### config.mk
export PLATFORM = sky130hd
export DESIGN_NAME = multichannel_integrator
export DESIGN_NICKNAME = d
export VERILOG_FILES = /design/src/rtl/multichannel_integrator.sv
export SDC_FILE = /design/constraint.sdc
export NUM_CORES = 1
export LEC_CHECK = 0
export BUFFER_PORTS_ARGS = -buffer_cell sky130_fd_sc_hd__buf_4
export CAP_MARGIN = 20
export CORE_MARGIN = 3
export CORE_UTILIZATION = 50
export DETAILED_ROUTE_END_ITERATION = 8
export PLACE_DENSITY = 0.72
export SLEW_MARGIN = 20
export SYNTH_ARGS = -nofsm -noshare
export SYNTH_HDL_FRONTEND = slang
export SYNTH_SLANG_ARGS = --single-unit
### constraint.sdc
create_clock -name clock -period 13.3 [get_ports clock]
set_input_delay 1.33 -clock clock [delete_from_list [all_inputs] [get_ports clock]]
set_output_delay 1.33 -clock clock [all_outputs]
set_load 0.01 [all_outputs]
### src/rtl/multichannel_integrator.sv
// multichannel_integrator: N-channel saturating integrator, shared datapath.
// Define INTEGRATOR_PRELOAD_EN to add the preload port set.
module multichannel_integrator #(
   parameter int DATA_WIDTH = 16,
   parameter int N_CHANNELS = 4,
   parameter int CH_WIDTH   = $clog2(N_CHANNELS)
) (
   input  logic                  clock,
   input  logic                  reset,
   input  logic                  clear_all,
   input  logic                  input_valid,
   input  logic [CH_WIDTH-1:0]   input_channel,
   input  logic [DATA_WIDTH-1:0] error_in,
   input  logic [DATA_WIDTH-1:0] limit_up,
   input  logic [DATA_WIDTH-1:0] limit_down,
`ifdef INTEGRATOR_PRELOAD_EN
   input  logic                  preload_valid,
   input  logic [CH_WIDTH-1:0]   preload_channel,
   input  logic [DATA_WIDTH-1:0] preload_value,
`endif
   output logic                  out_valid,
   output logic [CH_WIDTH-1:0]   out_channel,
   output logic [DATA_WIDTH-1:0] out,
   output logic                  sat_up,
   output logic                  sat_down
);

   localparam int MSB = DATA_WIDTH - 1;

   logic [DATA_WIDTH-1:0] acc_q [N_CHANNELS];
   logic [DATA_WIDTH-1:0] acc_d [N_CHANNELS];

   logic                  out_valid_q, out_valid_d;
   logic [CH_WIDTH-1:0]   out_ch_q, out_ch_d;
   logic [DATA_WIDTH-1:0] out_q, out_d;
   logic                  sat_up_q, sat_up_d;
   logic                  sat_dn_q, sat_dn_d;

   logic                  pl_v;
   logic [CH_WIDTH-1:0]   pl_ch;
   logic [DATA_WIDTH-1:0] pl_val;

`ifdef INTEGRATOR_PRELOAD_EN
   assign pl_v   = preload_valid;
   assign pl_ch  = preload_channel;
   assign pl_val = preload_value;
`else
   assign pl_v   = 1'b0;
   assign pl_ch  = '0;
   assign pl_val = '0;
`endif

   logic                  ch_ok;
   logic                  take;
   logic [DATA_WIDTH-1:0] rd_acc;
   logic signed [DATA_WIDTH:0] sum_s;
   logic signed [DATA_WIDTH:0] up_s;
   logic signed [DATA_WIDTH:0] dn_s;
   logic [DATA_WIDTH-1:0] res;
   logic                  hit_up;
   logic                  hit_dn;

   assign ch_ok = (32'(input_channel) < 32'(N_CHANNELS));

   // A preload on the same channel wins; clear_all beats everything.
   assign take = input_valid & ch_ok & ~clear_all
               & ~(pl_v & (pl_ch == input_channel));

   // Combinational read of the addressed accumulator.
   always_comb begin
      rd_acc = '0;
      for (int i = 0; i < N_CHANNELS; i++) begin
         if (input_channel == CH_WIDTH'(i)) rd_acc = acc_q[i];
      end
   end

   // One extra bit of headroom so the compare never sees a wrapped sum.
   assign sum_s = $signed({error_in[MSB], error_in})
                + $signed({rd_acc[MSB], rd_acc});
   assign up_s  = $signed({limit_up[MSB], limit_up});
   assign dn_s  = $signed({limit_down[MSB], limit_down});

   // Clamp: upper test first, so inverted limits resolve to limit_up.
   always_comb begin
      res    = sum_s[MSB:0];
      hit_up = 1'b0;
      hit_dn = 1'b0;
      if (sum_s > up_s) begin
         res    = limit_up;
         hit_up = 1'b1;
      end else if (sum_s < dn_s) begin
         res    = limit_down;
         hit_dn = 1'b1;
      end
   end

   // Next accumulator state: integrate, then preload, then clear.
   always_comb begin
      for (int i = 0; i < N_CHANNELS; i++) begin
         acc_d[i] = acc_q[i];
         if (take && input_channel == CH_WIDTH'(i)) acc_d[i] = res;
         if (pl_v && pl_ch == CH_WIDTH'(i)) acc_d[i] = pl_val;
         if (clear_all) acc_d[i] = '0;
      end
   end

   // Result registers hold until the next accepted sample.
   always_comb begin
      out_valid_d = take;
      out_ch_d    = out_ch_q;
      out_d       = out_q;
      sat_up_d    = sat_up_q;
      sat_dn_d    = sat_dn_q;
      if (take) begin
         out_ch_d = input_channel;
         out_d    = res;
         sat_up_d = hit_up;
         sat_dn_d = hit_dn;
      end
   end

   // State registers with asynchronous clear.
   always_ff @(posedge clock or negedge reset) begin
      if (!reset) begin
         for (int i = 0; i < N_CHANNELS; i++) acc_q[i] <= '0;
         out_valid_q <= 1'b0;
         out_ch_q    <= '0;
         out_q       <= '0;
         sat_up_q    <= 1'b0;
         sat_dn_q    <= 1'b0;
      end else begin
         for (int i = 0; i < N_CHANNELS; i++) acc_q[i] <= acc_d[i];
         out_valid_q <= out_valid_d;
         out_ch_q    <= out_ch_d;
         out_q       <= out_d;
         sat_up_q    <= sat_up_d;
         sat_dn_q    <= sat_dn_d;
      end
   end

   assign out_valid   = out_valid_q;
   assign out_channel = out_ch_q;
   assign out         = out_q;
   assign sat_up      = sat_up_q;
   assign sat_down    = sat_dn_q;

endmodule

==> results of run 1 <==
[per-stage QoR]
step	instances	setup WS, ns	util	instance area [sq um]	power (mW)
2_1_floorplan	637	7.05	-	5990	0.600
3_3_place_gp	825	6.21	0.572	6620	0.734
3_5_place_dp	825	6.03	0.572	6620	0.743
4_1_cts	841	6.33	0.597	6910	0.990
5_1_grt	841	5.87	0.598	6910	1.05
6_report	841	6.26	0.598	6910	0.994
[sequential cells by signal, indices dropped and copies added, names as in the netlist]
name and cells:
sat_up 1, out_valid 1, acc_q 64, out 16
out_channel 2, sat_down 1
[synth_stat cells (2+ instances only)]
cell and count:
nand3b_1 19, nor2b_1 3, nand3_1 15, xor2_1 2
mux4_2 16, nor3_1 12, o221ai_1 2, o21a_1 2
o311ai_0 2, ha_1 49, and3_4 5, a32oi_1 10
o311ai_2 2, buf_2 4, nor2_1 27, o21ai_1 29
a21oi_2 2, a21o_1 6, o31ai_4 5, a311oi_1 3
a31oi_1 17, o21ai_0 53, dfrtp_1 85, nor3b_1 16
nand4_1 4, nand2_1 59, mux2i_1 2, a211oi_1 8
a211oi_2 4, a22o_1 3, inv_1 50, and3_1 2
clkbuf_1 25, o211ai_1 5, buf_1 3, xnor2_1 9
nand2b_1 8, a21oi_1 34, o31ai_1 11, buf_6 3
[path summary, 6_finish.rpt]
check / end / slack (ns) / cells past startpoint
max in group asynchronous: out[1]$_DFFE_PN0P_ / 11.73 / 1
setup reg to reg: acc_q[48]$_DFFE_PN0P_ / 7.33 / 16
setup / recovery: acc_q[48]$_DFFE_PN0P_ / 6.26 / 17
hold reg to reg: out_channel[1]$_DFFE_PN0P_ / 0.49 / 2
hold / removal: out_channel[1]$_DFFE_PN0P_ / 0.49 / 2
min in group asynchronous: acc_q[57]$_DFFE_PN0P_ / 1.02 / 1
[per-layer routing]
layer,share of wire,up-vias,track usage
met5,0,-,0
met4,0.018,0,0.0798
met3,0.091,30,0.0642
met2,0.44,251,0.404
met1,0.45,2629,0.397
li1,-,2473,-
[logic make-up (layout without fill, tap and decap cells)]
family,count (synthesis),in the layout,synth area share
AOI/OAI and AO/OA,210,210,0.240
and+or+nand+nor,177,177,0.159
DFF,85,85,0.355
buffers and inverters,85,146,0.0579
adders and majority gates,50,50,0.106
muxes,19,19,0.0660
xor gates and xnor gates,11,11,0.0161
[power groups by stage]
| stage | logic (mW) | clock network, mW | registers [mW] |
|---|---|---|---|
| 2_1_floorplan | 0.272 | 0 | 0.329 |
| 4_1_cts | 0.421 | 0.248 | 0.321 |
| 3_5_place_dp | 0.419 | 0 | 0.324 |
| 5_1_grt | 0.464 | 0.261 | 0.326 |
| 3_3_place_gp | 0.411 | 0 | 0.323 |
| 6_report | 0.424 | 0.248 | 0.322 |
[worst max-delay path: stages]
cell,delay [ns]
buf_4,0.36
mux4_2,0.33
ha_1,0.16
inv_1,0.05
fa_1,0.40
nand2b_1,0.19
a211oi_1,0.34
nor2_1,0.19
o311ai_2,0.37
xor2_1,0.50
ha_1,0.35
a21o_1,0.19
a2111oi_4,0.40
o211ai_1,0.24
o311a_2,0.77
o31ai_1,0.78
o21ai_0,0.23
[layout make-up]
| class | count | area (sq um) |
|---|---|---|
| repair buffers | 80 | 604 |
| well taps | 143 | 179 |
| clock inverters | 7 | 66.3 |
| inverters | 50 | 188 |
| flip-flops and latches | 85 | 2130 |
| clock buffers | 9 | 225 |
| multi-input cells | 467 | 3520 |
| fillers | 1007 | 4650 |
==> summary.md, run 1 <==
| Metric | Value |
|---|---|
| Status | `completed` |
| 1st-pass router iterations | `5` |
| Internal Power | `approximately 600 uW` |
| Slew HR | `0.248` |
| Max-cap violations | `0` |
| Fin. max-slew vios | `0` |
| Initial Utilization | `0.518` |
| Syn Inst Count | `roughly 640` |
| # hold bufs at CTS | `0` |
| Distinct cells, synth | `between 60 and 70` |
| CTS clk-pin slew, worst paths | `~0.06 ns` |
| Final Cycle Share | `0.529` |
| Yosys Warn Count | `0` |
| ANT nets after route | `0` |
| Lkg Pwr | `between 3 and 4 nW` |
| Sw power | `between 300 and 400 uW` |
| H-tree level count | `3` |
| CTS tree | `built` |
| Hold Path Origin | `out_channel[1]$_DFFE_PN0P_` |
| Worst-Margin Slew | `around 1.1 ns` |
| Worst R2R Start | `acc_q[16]$_DFFE_PN0P_` |
| RePlAce Congestion | `between 0.9 and 1` |
| Detailed Place HPWL | `about 13 mm` |
| CP startpoint | `input_channel[0]` |
| Root buffer cell | `clkbuf_16` |
| WS Path Type | `input port to register` |
| Clock Latency Late Sink | `roughly 0.34 ns` |
| Sw Share | `0.395` |
| DRC | `0` |
| Area delta synth->final | `15.4%` |
| Post-synth top area cell | `dfrtp_1` |
| Register area share after synthesis | `0.355` |
| Maximum root-to-sink buffer count | `2` |
| Logic gate share of total power | `0.427` |
| Final Hold Fails | `0` |
| Most frequent cells in the layout | `dfrtp_1, buf_4, nand2_1` |
| Peak VDD IR | `just under 90 uV` |
| Sequential share of power | `0.324` |
| Synth async-reset ratio | `1.00` |
| GR Overflow Total | `0` |
| Drt first-iter violations | `536` |
| CP Capture Type | `register` |
| Io pins | `75` |
| Syn nets | `around 740` |
| Arr. time, crit path | `slightly above 7 ns` |
| Power per Cell Area | `about 140 nW/um^2` |
| Die area | `13300 sq um` |
| Hold_ws | `between 0.4 and 0.5 ns` |
| Post-synth EDFFs | `0` |
| Overall global routing resource usage | `0.271` |
| Die Span X | `115 microns` |
| Top_reg_cell synth | `dfrtp_1` |
| Initial antenna violation count | `0` |
| Layout net count | `between 700 and 800` |
| Row cnt | `39` |
| Post-CTS Setup Bufs | `0` |
| Post-CTS resize count | `0` |
| Max Freq | `around 140 MHz` |
| Flops & latches, synth | `between 80 and 90` |
| Vias per cell | `6.40` |
| Vias | `5383` |
| CP required | `between 10 and 15 ns` |
| Share of layout cells above drive strength 1 | `0.199` |
| Critical path launch point type | `input port` |
| Post-synthesis cell area | `5990 sq um` |
| Total Routed Length | `17.6 mm` |
| Max FO, Critical Path | `44` |
| Setup repair after global routing missed its margin | `false` |
| Clock power frac | `0.250` |
| HP Class | `register to register` |
| Die height | `115 microns` |
| Most common cell after layout, fill and taps aside | `dfrtp_1` |
| # setup viols final | `0` |
| IO buf count | `74` |
| Clock Sinks | `85` |
| Drt wl/cell | `20.9 microns` |
| Core area | `between 10000 and 15000 sq um` |
| # diodes | `0` |
| Setup_tns | `0 ns` |
| Largest net degree at the start of global routing | `86` |
| Top post-synthesis cells by area | `dfrtp_1, ha_1, mux4_2, o21ai_0, nand2_1` |
| Synthesized area per cell | `between 9 and 10 sq um` |
| Setup Skew | `0.00623 ns` |
| Post-layout min period | `approximately 7 ns` |
| Vias in the first global route | `between 5000 and 6000` |
| First-pass GRT wire length | `around 28 mm` |
| Synth top area share | `0.355` |
| CTS Buf Count | `9` |
Note: power is estimated with default switching activity, not from simulation.
==> inputs of run 2 (changes only) <==
--- a/config.mk
+++ b/config.mk
@@ -5,6 +5,7 @@
 export SDC_FILE = /design/constraint.sdc
 export NUM_CORES = 1
 export LEC_CHECK = 0
+export ABC_AREA = 1
 export BUFFER_PORTS_ARGS = -buffer_cell sky130_fd_sc_hd__buf_4
 export CAP_MARGIN = 20
 export CORE_MARGIN = 3
==> constraint.sdc (replaced) <==
create_clock -name clock -period 7.1 [get_ports clock]
set_input_delay 0.71 -clock clock [delete_from_list [all_inputs] [get_ports clock]]
set_output_delay 0.71 -clock clock [all_outputs]
set_load 0.01 [all_outputs]
==> run 2 against run 1 <==
Utilization up 0.91 points. Sequential share of layout area down 0.84 points. Flip-flop and latch count unchanged. Cell count up 27%. Setup slack worse by 4.9 ns. Clock power up 110%. Combinational power rose to 3.0 times the previous value. Die area up 2.2%. Clock-buffer cell count up 4. Register-to-register slack worse by 4.9 ns.
==> summary.md, run 2 <==
| Metric | Value |
|---|---|
| Status | `completed` |
| CP most frequent cell | `nand2_1` |
| Post-layout min period | `about 5.7 ns` |
| Lkg Pwr | `4.04 nW (+28%)` |
| Most common cell after layout, fill and taps aside | `nand2_1` |
| Critical path launch point type | `input port` |
| Cell area after layout | `7110 sq um (+2.8%)` |
| Crit-path leading delay family | `simple AND/OR/NAND/NOR gates` |
| Initial antenna violation count | `0 (unchanged)` |
| Max Freq | `approximately 170 MHz` |
| R2r setup slk | `2.46 ns (-4.87 ns)` |
| HP Class | `input port to async pin` |
| Synthesized area per cell | `7.15 sq um (-24%)` |
| Buffers and inverters on the worst path | `5 (+3)` |
| # diodes | `0 (unchanged)` |
| Cells after DPL | `1054 (+28%)` |
| ANT nets after route | `0 (unchanged)` |
| Worst-Margin Slew | `0.854 ns (-0.275 ns)` |
| Worst Setup Slack, final | `1.35 ns (-4.91 ns)` |
| Hold_ws | `0.413 ns (-0.0729 ns)` |
| Placed Instance Area | `6780 sq um (+2.4%)` |
| WS Path Type | `input port to register` |
| Final Cycle Share | `0.809` |
| CP Capture Type | `register` |
| Setup Skew | `0.00540 ns (-0.000827 ns)` |
| Initial Utilization | `0.524 (+0.00560)` |
| Layout net count | `1026 (+29%)` |
| Worst R2R Start | `acc_q[48]$_DFFE_PN0P_` |
| Peak VDD IR | `200 uV (+130%)` |
| 1st-pass router iterations | `6 (+1)` |
| Vias | `5950 (+11%)` |
| Detailed Place HPWL | `13.5 mm (+2.5%)` |
| Post-CTS Setup Bufs | `0 (unchanged)` |
| GR Overflow Total | `0 (unchanged)` |
| Top post-synthesis cells by area | `dfrtp_1, nand2_1, ha_1, nand3_1, inv_1` |
| Non-Filler Instances | `1070 (+27%)` |
| RePlAce Congestion | `0.947 (+4.3%)` |
| Die Span X | `117 microns (+1.1%)` |
| Core Util, Final | `0.607 (+0.00909)` |
| Commonest cells in the netlist | `nand2_1, inv_1, nand3_1, dfrtp_1, ha_1` |
| Area delta synth->final | `15.9%` |
| Slew HR | `0.429 (+0.181)` |
| Power per Cell Area | `352 nW/um^2 (+140%)` |
| # hold bufs at CTS | `0 (unchanged)` |
| Largest net degree at the start of global routing | `86 (unchanged)` |
| Total Routed Length | `17.9 mm (+1.9%)` |
| Post-CTS resize count | `0 (unchanged)` |
| H-tree level count | `3 (unchanged)` |
| First-pass GRT wire length | `28.3 mm (+1.6%)` |
| CTS clk-pin slew, worst paths | `0.06 ns (about the same)` |
| Max reg flops | `64 (unchanged)` |
| CP peak stage delay | `0.72 ns (-0.06 ns)` |
| Synth async-reset ratio | `1.00 (unchanged)` |
| Drt wl/cell | `16.7 microns (-20%)` |
| Reg2Reg Depth | `22 (+6)` |
| Synth top area share | `0.347 (-0.00819)` |
| Top reg by flops | `acc_q` |
| Reg2Reg Capture Point | `acc_q[29]$_DFFE_PN0P_` |
| Post-synth top area cell | `dfrtp_1` |
| Overall global routing resource usage | `0.269 (-0.00181)` |
| Io pins | `75 (unchanged)` |
| DRC | `0 (unchanged)` |
| Setup_tns | `0 ns (unchanged)` |
| Vias per cell | `5.56 (-13%)` |
| Row cnt | `39 (unchanged)` |
| Most frequent cell after synthesis | `nand2_1` |
| Setup repair after global routing missed its margin | `false` |
| Die height | `117 microns (+1.1%)` |
| Arr. time, crit path | `5.97 ns (-1.26 ns)` |
| Syn Inst Count | `858 (+35%)` |
| Max-cap violations | `0 (unchanged)` |
| Post-synthesis cell area | `6130 sq um (+2.4%)` |
| Most frequent cells in the layout | `nand2_1, inv_1, nand3_1` |
| Flops & latches, synth | `85 (unchanged)` |
| CTS tree | `built` |
| Final Hold Fails | `0 (unchanged)` |
| CTS Buf Count | `9 (unchanged)` |
| CP required | `7.32 ns (-6.17 ns)` |
| Syn nets | `962 (+30%)` |
| Clock Latency Late Sink | `0.34 ns (about the same)` |
| Die area | `13600 sq um (+2.2%)` |
| # setup viols final | `0 (unchanged)` |
| Drt first-iter violations | `517 (-3.5%)` |
| Top_reg_cell synth | `dfrtp_1` |
| Max FO, Critical Path | `24 (-45%)` |
| Register area share after synthesis | `0.347 (-0.00819)` |
| Share of layout cells above drive strength 1 | `0.123 (-0.0762)` |
| CP max stage cell | `inv_1` |
| Post-synth EDFFs | `0 (unchanged)` |
| Final Total Pwr | `2.50 mW (+150%)` |
| Root buffer cell | `clkbuf_16` |
| IO buf count | `74 (unchanged)` |
| Vias in the first global route | `5489 (+5.2%)` |
| Yosys Warn Count | `0 (unchanged)` |
| Clock Sinks | `85 (unchanged)` |
| Maximum root-to-sink buffer count | `2 (unchanged)` |
| Distinct cells, synth | `36 (-41%)` |
| DP Worst Slack | `1.15 ns (-4.89 ns)` |
| Core area | `11700 sq um (+1.3%)` |
| Fin. max-slew vios | `0 (unchanged)` |
==> run 2: cell types whose count changed in the layout (fill, tap and decap cells not counted), moves of 17 or more <==
cell,delta
inv_1,+45
nand2_1,+259
nand3_1,+80
nand3b_1,-17
nand4_1,+44
o21ai_0,-25
o21ai_1,-28
==> run 2: how the worst max path moves through the flow <==
stage,to,slack (ns),cells after the start,from
2_1_floorplan,acc_q[50]$_DFFE_PN0P_,2.58,28,input_channel[1]
3_3_place_gp,out[13]$_DFFE_PN0P_,1.22,25,input_channel[1]
3_5_place_dp,acc_q[29]$_DFFE_PN0P_,1.15,25,input_channel[1]
4_1_cts,acc_q[29]$_DFFE_PN0P_,1.51,25,input_channel[1]
5_1_grt,acc_q[29]$_DFFE_PN0P_,0.84,25,input_channel[1]
6_report,acc_q[29]$_DFFE_PN0P_,1.35,25,input_channel[1]
==> run 2: worst register-to-register path, stage by stage (launching register included) <==
cell	delay (ns)
dfrtp_1	0.35
a221oi_1	0.10
o21ai_0	0.27
ha_1	0.26
inv_1	0.07
fa_1	0.43
inv_1	0.08
nand4_1	0.09
nand2_1	0.16
nand3_1	0.12
nand2_1	0.10
nand2_1	0.05
a22oi_1	0.13
inv_1	0.08
ha_1	0.34
a21oi_1	0.16
o21ai_1	0.08
a21oi_1	0.19
nand4_2	0.44
nand2_4	0.51
nand3_1	0.31
nand4_1	0.15
nand2_1	0.07
==> run 2: report_power, final <==
group,switching [mW],total (mW),internal [mW]
clock,0.187,0.515,0.328
sequential,0.0815,0.701,0.619
combinational,0.853,1.29,0.433
total,1.12,2.50,1.38
==> run 2: layout make-up <==
class                      instances  area (sq um)
timing repair buffer              80           604
inverter                          99           372
sequential                        85          2130
fill                            1131          4600
clock inverter                     3          67.6
clock buffer                      13           260
tap                              143           179
multi-input combinational        647          3500
==> run 2: routing by layer <==
layer | vias to the layer above | GRT usage | share of wire | wire length (microns)
li1 | 2971 | - | - | -
met1 | 2689 | 0.376 | 0.44 | 7900
met2 | 255 | 0.434 | 0.46 | 8310
met3 | 35 | 0.0461 | 0.071 | 1280
met4 | 0 | 0.0726 | 0.024 | 423
met5 | - | 0 | 0 | 0
==> run 2: kinds of logic (layout without fill, tap and decap cells) <==
logic type / after synthesis / in the layout / synth area share
fa+ha+maj: 50 / 50 / 0.103
simple gates: 512 / 512 / 0.383
flops: 85 / 85 / 0.347
buf+inv: 126 / 195 / 0.0827
xor+xnor: 6 / 6 / 0.00857
compound gates: 79 / 79 / 0.0759
==> inputs of run 3 (changes only) <==
--- a/config.mk
+++ b/config.mk
@@ -11,7 +11,7 @@
 export CORE_MARGIN = 3
 export CORE_UTILIZATION = 50
 export DETAILED_ROUTE_END_ITERATION = 8
-export PLACE_DENSITY = 0.72
+export PLACE_DENSITY = 0.75
 export SLEW_MARGIN = 20
 export SYNTH_ARGS = -nofsm -noshare
 export SYNTH_HDL_FRONTEND = slang
==> constraint.sdc (replaced) <==
create_clock -name clock -period 4.82 [get_ports clock]
set_input_delay 0.482 -clock clock [delete_from_list [all_inputs] [get_ports clock]]
set_output_delay 0.482 -clock clock [all_outputs]
set_load 0.01 [all_outputs]
==> run 3 against run 2 <==
Via count increased by 2.8%. Non-clock buffer count increased by 15. Final area increased by 1.4%. Clock-buffer cell count decreased by 1. First-iteration DRC count decreased by 0.97%. Critical endpoint is now acc_q[48]$_DFFE_PN0P_. Highest routed layer unchanged.
==> summary.md, run 3 (synthesis results as in run 2) <==
| Metric | Value |
|---|---|
| Status | `completed` |
| HP Class | `input port to async pin` |
| Drt wl/cell | `16.7 microns (-0.16%)` |
| Most common cell after layout, fill and taps aside | `nand2_1` |
| Non-Filler Instances | `1083 (+1.2%)` |
| Placed Instance Area | `6920 sq um (+2.1%)` |
| Max reg flops | `64 (unchanged)` |
| Core area | `11700 sq um (unchanged)` |
| Total Routed Length | `18.1 mm (+1.1%)` |
| WS Path Type | `input port to register` |
| Root buffer cell | `clkbuf_16` |
| Post-layout min period | `around 4.3 ns` |
| Peak VDD IR | `340 uV (+70%)` |
| Cells after DPL | `1069 (+1.4%)` |
| Most frequent cells in the layout | `nand2_1, inv_1, nand3_1` |
| Crit-path leading delay family | `simple AND/OR/NAND/NOR gates` |
| CTS clk-pin slew, worst paths | `0.06 ns (about the same)` |
| Io pins | `75 (unchanged)` |
| # diodes | `0 (unchanged)` |
| Die area | `13600 sq um (unchanged)` |
| First-pass GRT wire length | `29.5 mm (+4.1%)` |
| Vias per cell | `5.65 (+1.6%)` |
| GR Overflow Total | `0 (unchanged)` |
| CP startpoint | `input_channel[0]` |
| 1st-pass router iterations | `7 (+1)` |
| Share of layout cells above drive strength 1 | `0.137 (+0.0143)` |
| Layout net count | `1041 (+1.5%)` |
| Initial antenna violation count | `0 (unchanged)` |
| CP max stage cell | `ha_1` |
| CP peak stage delay | `0.37 ns (-0.35 ns)` |
| Power per Cell Area | `515 nW/um^2 (+46%)` |
| Die Span X | `117 microns (unchanged)` |
| Max FO, Critical Path | `9 (-63%)` |
| Arr. time, crit path | `4.56 ns (-1.41 ns)` |
| Setup Skew | `0.00650 ns (+0.00110 ns)` |
| Fin. max-slew vios | `0 (unchanged)` |
| Top reg by flops | `acc_q` |
| Worst R2R Start | `acc_q[25]$_DFFE_PN0P_` |
| Fillers | `1119 (-1.1%)` |
| Drt first-iter violations | `512 (-0.97%)` |
| Post-CTS Setup Bufs | `0 (unchanged)` |
| RePlAce Congestion | `0.945 (-0.25%)` |
| Critical path launch point type | `input port` |
| CP required | `5.04 ns (-2.28 ns)` |
| Row cnt | `39 (unchanged)` |
| Seq. cell area | `2130 sq um (unchanged)` |
| Area occupied by multi-input gates | `3500 sq um (+0.21%)` |
| CTS tree | `built` |
| Final Hold Fails | `0 (unchanged)` |
| Buffers and inverters on the worst path | `6 (+1)` |
| Cell area after layout | `7210 sq um (+1.4%)` |
| Clock Sinks | `85 (unchanged)` |
| Clock Latency Late Sink | `0.34 ns (about the same)` |
| Die height | `117 microns (unchanged)` |
| Maximum root-to-sink buffer count | `2 (unchanged)` |
| Setup repair after global routing missed its margin | `false` |
| Overall global routing resource usage | `0.278 (+0.00874)` |
| Area delta synth->final | `17.5%` |
| Lkg Pwr | `4.10 nW (+1.5%)` |
| Final Cycle Share | `0.900` |
| Slew HR | `0.232 (-0.197)` |
| Initial Utilization | `0.524 (unchanged)` |
| Largest net degree at the start of global routing | `86 (unchanged)` |
| Max-cap violations | `0 (unchanged)` |
| ANT nets after route | `0 (unchanged)` |
| # hold bufs at CTS | `0 (unchanged)` |
| R2r setup slk | `0.67 ns (-1.79 ns)` |
| Detailed Place HPWL | `13.5 mm (-0.37%)` |
| Vias | `6116 (+2.8%)` |
| Setup_tns | `0 ns (unchanged)` |
| CP most frequent cell | `nand2_1` |
| DRC | `0 (unchanged)` |
| Max Freq | `231 MHz` |
| CTS Buf Count | `9 (unchanged)` |
| Vias in the first global route | `5849 (+6.6%)` |
| Worst-Margin Slew | `1.15 ns (+0.294 ns)` |
| Final Total Pwr | `3.71 mW (+48%)` |
| H-tree level count | `3 (unchanged)` |
| IO buf count | `74 (unchanged)` |
| CP Capture Type | `register` |
| # setup viols final | `0 (unchanged)` |
run 3: changes by cell type in the layout (fill, tap and decap cells not counted), sizes merged:
cell      change
buf          +15
bufinv        -1
clkbuf        -1
clkinv        +1
clkinvlp      -1
run 3: what timing repair did:
action / CTS / global route
setup endpoints to repair: 0 / 2
resized for setup: 0 / 1
hold endpoints to repair: 0 / 0
run 3: worst paths after layout:
| check | endpoint | cells past startpoint |
|---|---|---|
| worst max register to register | acc_q[48]$_DFFE_PN0P_ | 22 |
| worst min register to register | acc_q[11]$_DFFE_PN0P_ | 2 |
| min in group clock | acc_q[11]$_DFFE_PN0P_ | 2 |
| worst max-delay path | acc_q[48]$_DFFE_PN0P_ | 26 |
| max in group asynchronous | sat_up$_DFFE_PN0P_ | 1 |
| worst min-delay path | acc_q[12]$_DFFE_PN0P_ | 1 |
run 3: worst reg2reg max path, cell delays in order (launching register included):
cell,delay (ns)
dfrtp_1,0.38
a221oi_1,0.34
nand2_1,0.08
o21ai_0,0.21
inv_1,0.10
ha_1,0.40
nand2_1,0.12
nor2_1,0.18
inv_1,0.06
nor2_1,0.08
nand2_1,0.11
nand4_1,0.09
nand2_1,0.12
ha_1,0.31
a21oi_1,0.14
o21ai_0,0.15
a21oi_1,0.23
nand3_1,0.15
nand2_4,0.15
buf_4,0.19
nand3b_1,0.22
nand4_1,0.17
nand2_1,0.07
run 3: layout make-up:
type / instances / share of cell area
clock buffers: 12 / 0.0342
clock inverters: 2 / 0.00486
inverters: 99 / 0.0516
multi-input cells: 647 / 0.486
flip-flops and latches: 85 / 0.295
well taps: 143 / 0.0248
repair buffers: 95 / 0.103
run 3: power by group:
part	switching (mW)	internal [mW]	total (mW)	leakage, nW
combinational	1.27	0.735	2.01	2.84
clock	0.261	0.409	0.670	0.139
sequential	0.118	0.912	1.03	1.12
total	1.65	2.06	3.71	4.10
run 3: per-layer routing:
| layer | vias to the layer above | GRT usage | routed length (microns) |
|---|---|---|---|
| met1 | 2839 | 0.386 | 7990 |
| met5 | - | 0 | 0 |
| li1 | 2996 | - | - |
| met4 | 0 | 0.0940 | 570 |
| met2 | 247 | 0.443 | 8330 |
| met3 | 34 | 0.0456 | 1210 |
run 3: stage by stage:
step	utilization	setup slack, ns	hold slack (ns)
floorplan	-	0.527	0.186
global placement	0.590	0.320	0.457
detailed placement	0.590	0.170	0.460
CTS	0.615	0.502	0.373
global route	0.615	0.00336	0.240
finish	0.615	0.482	0.197
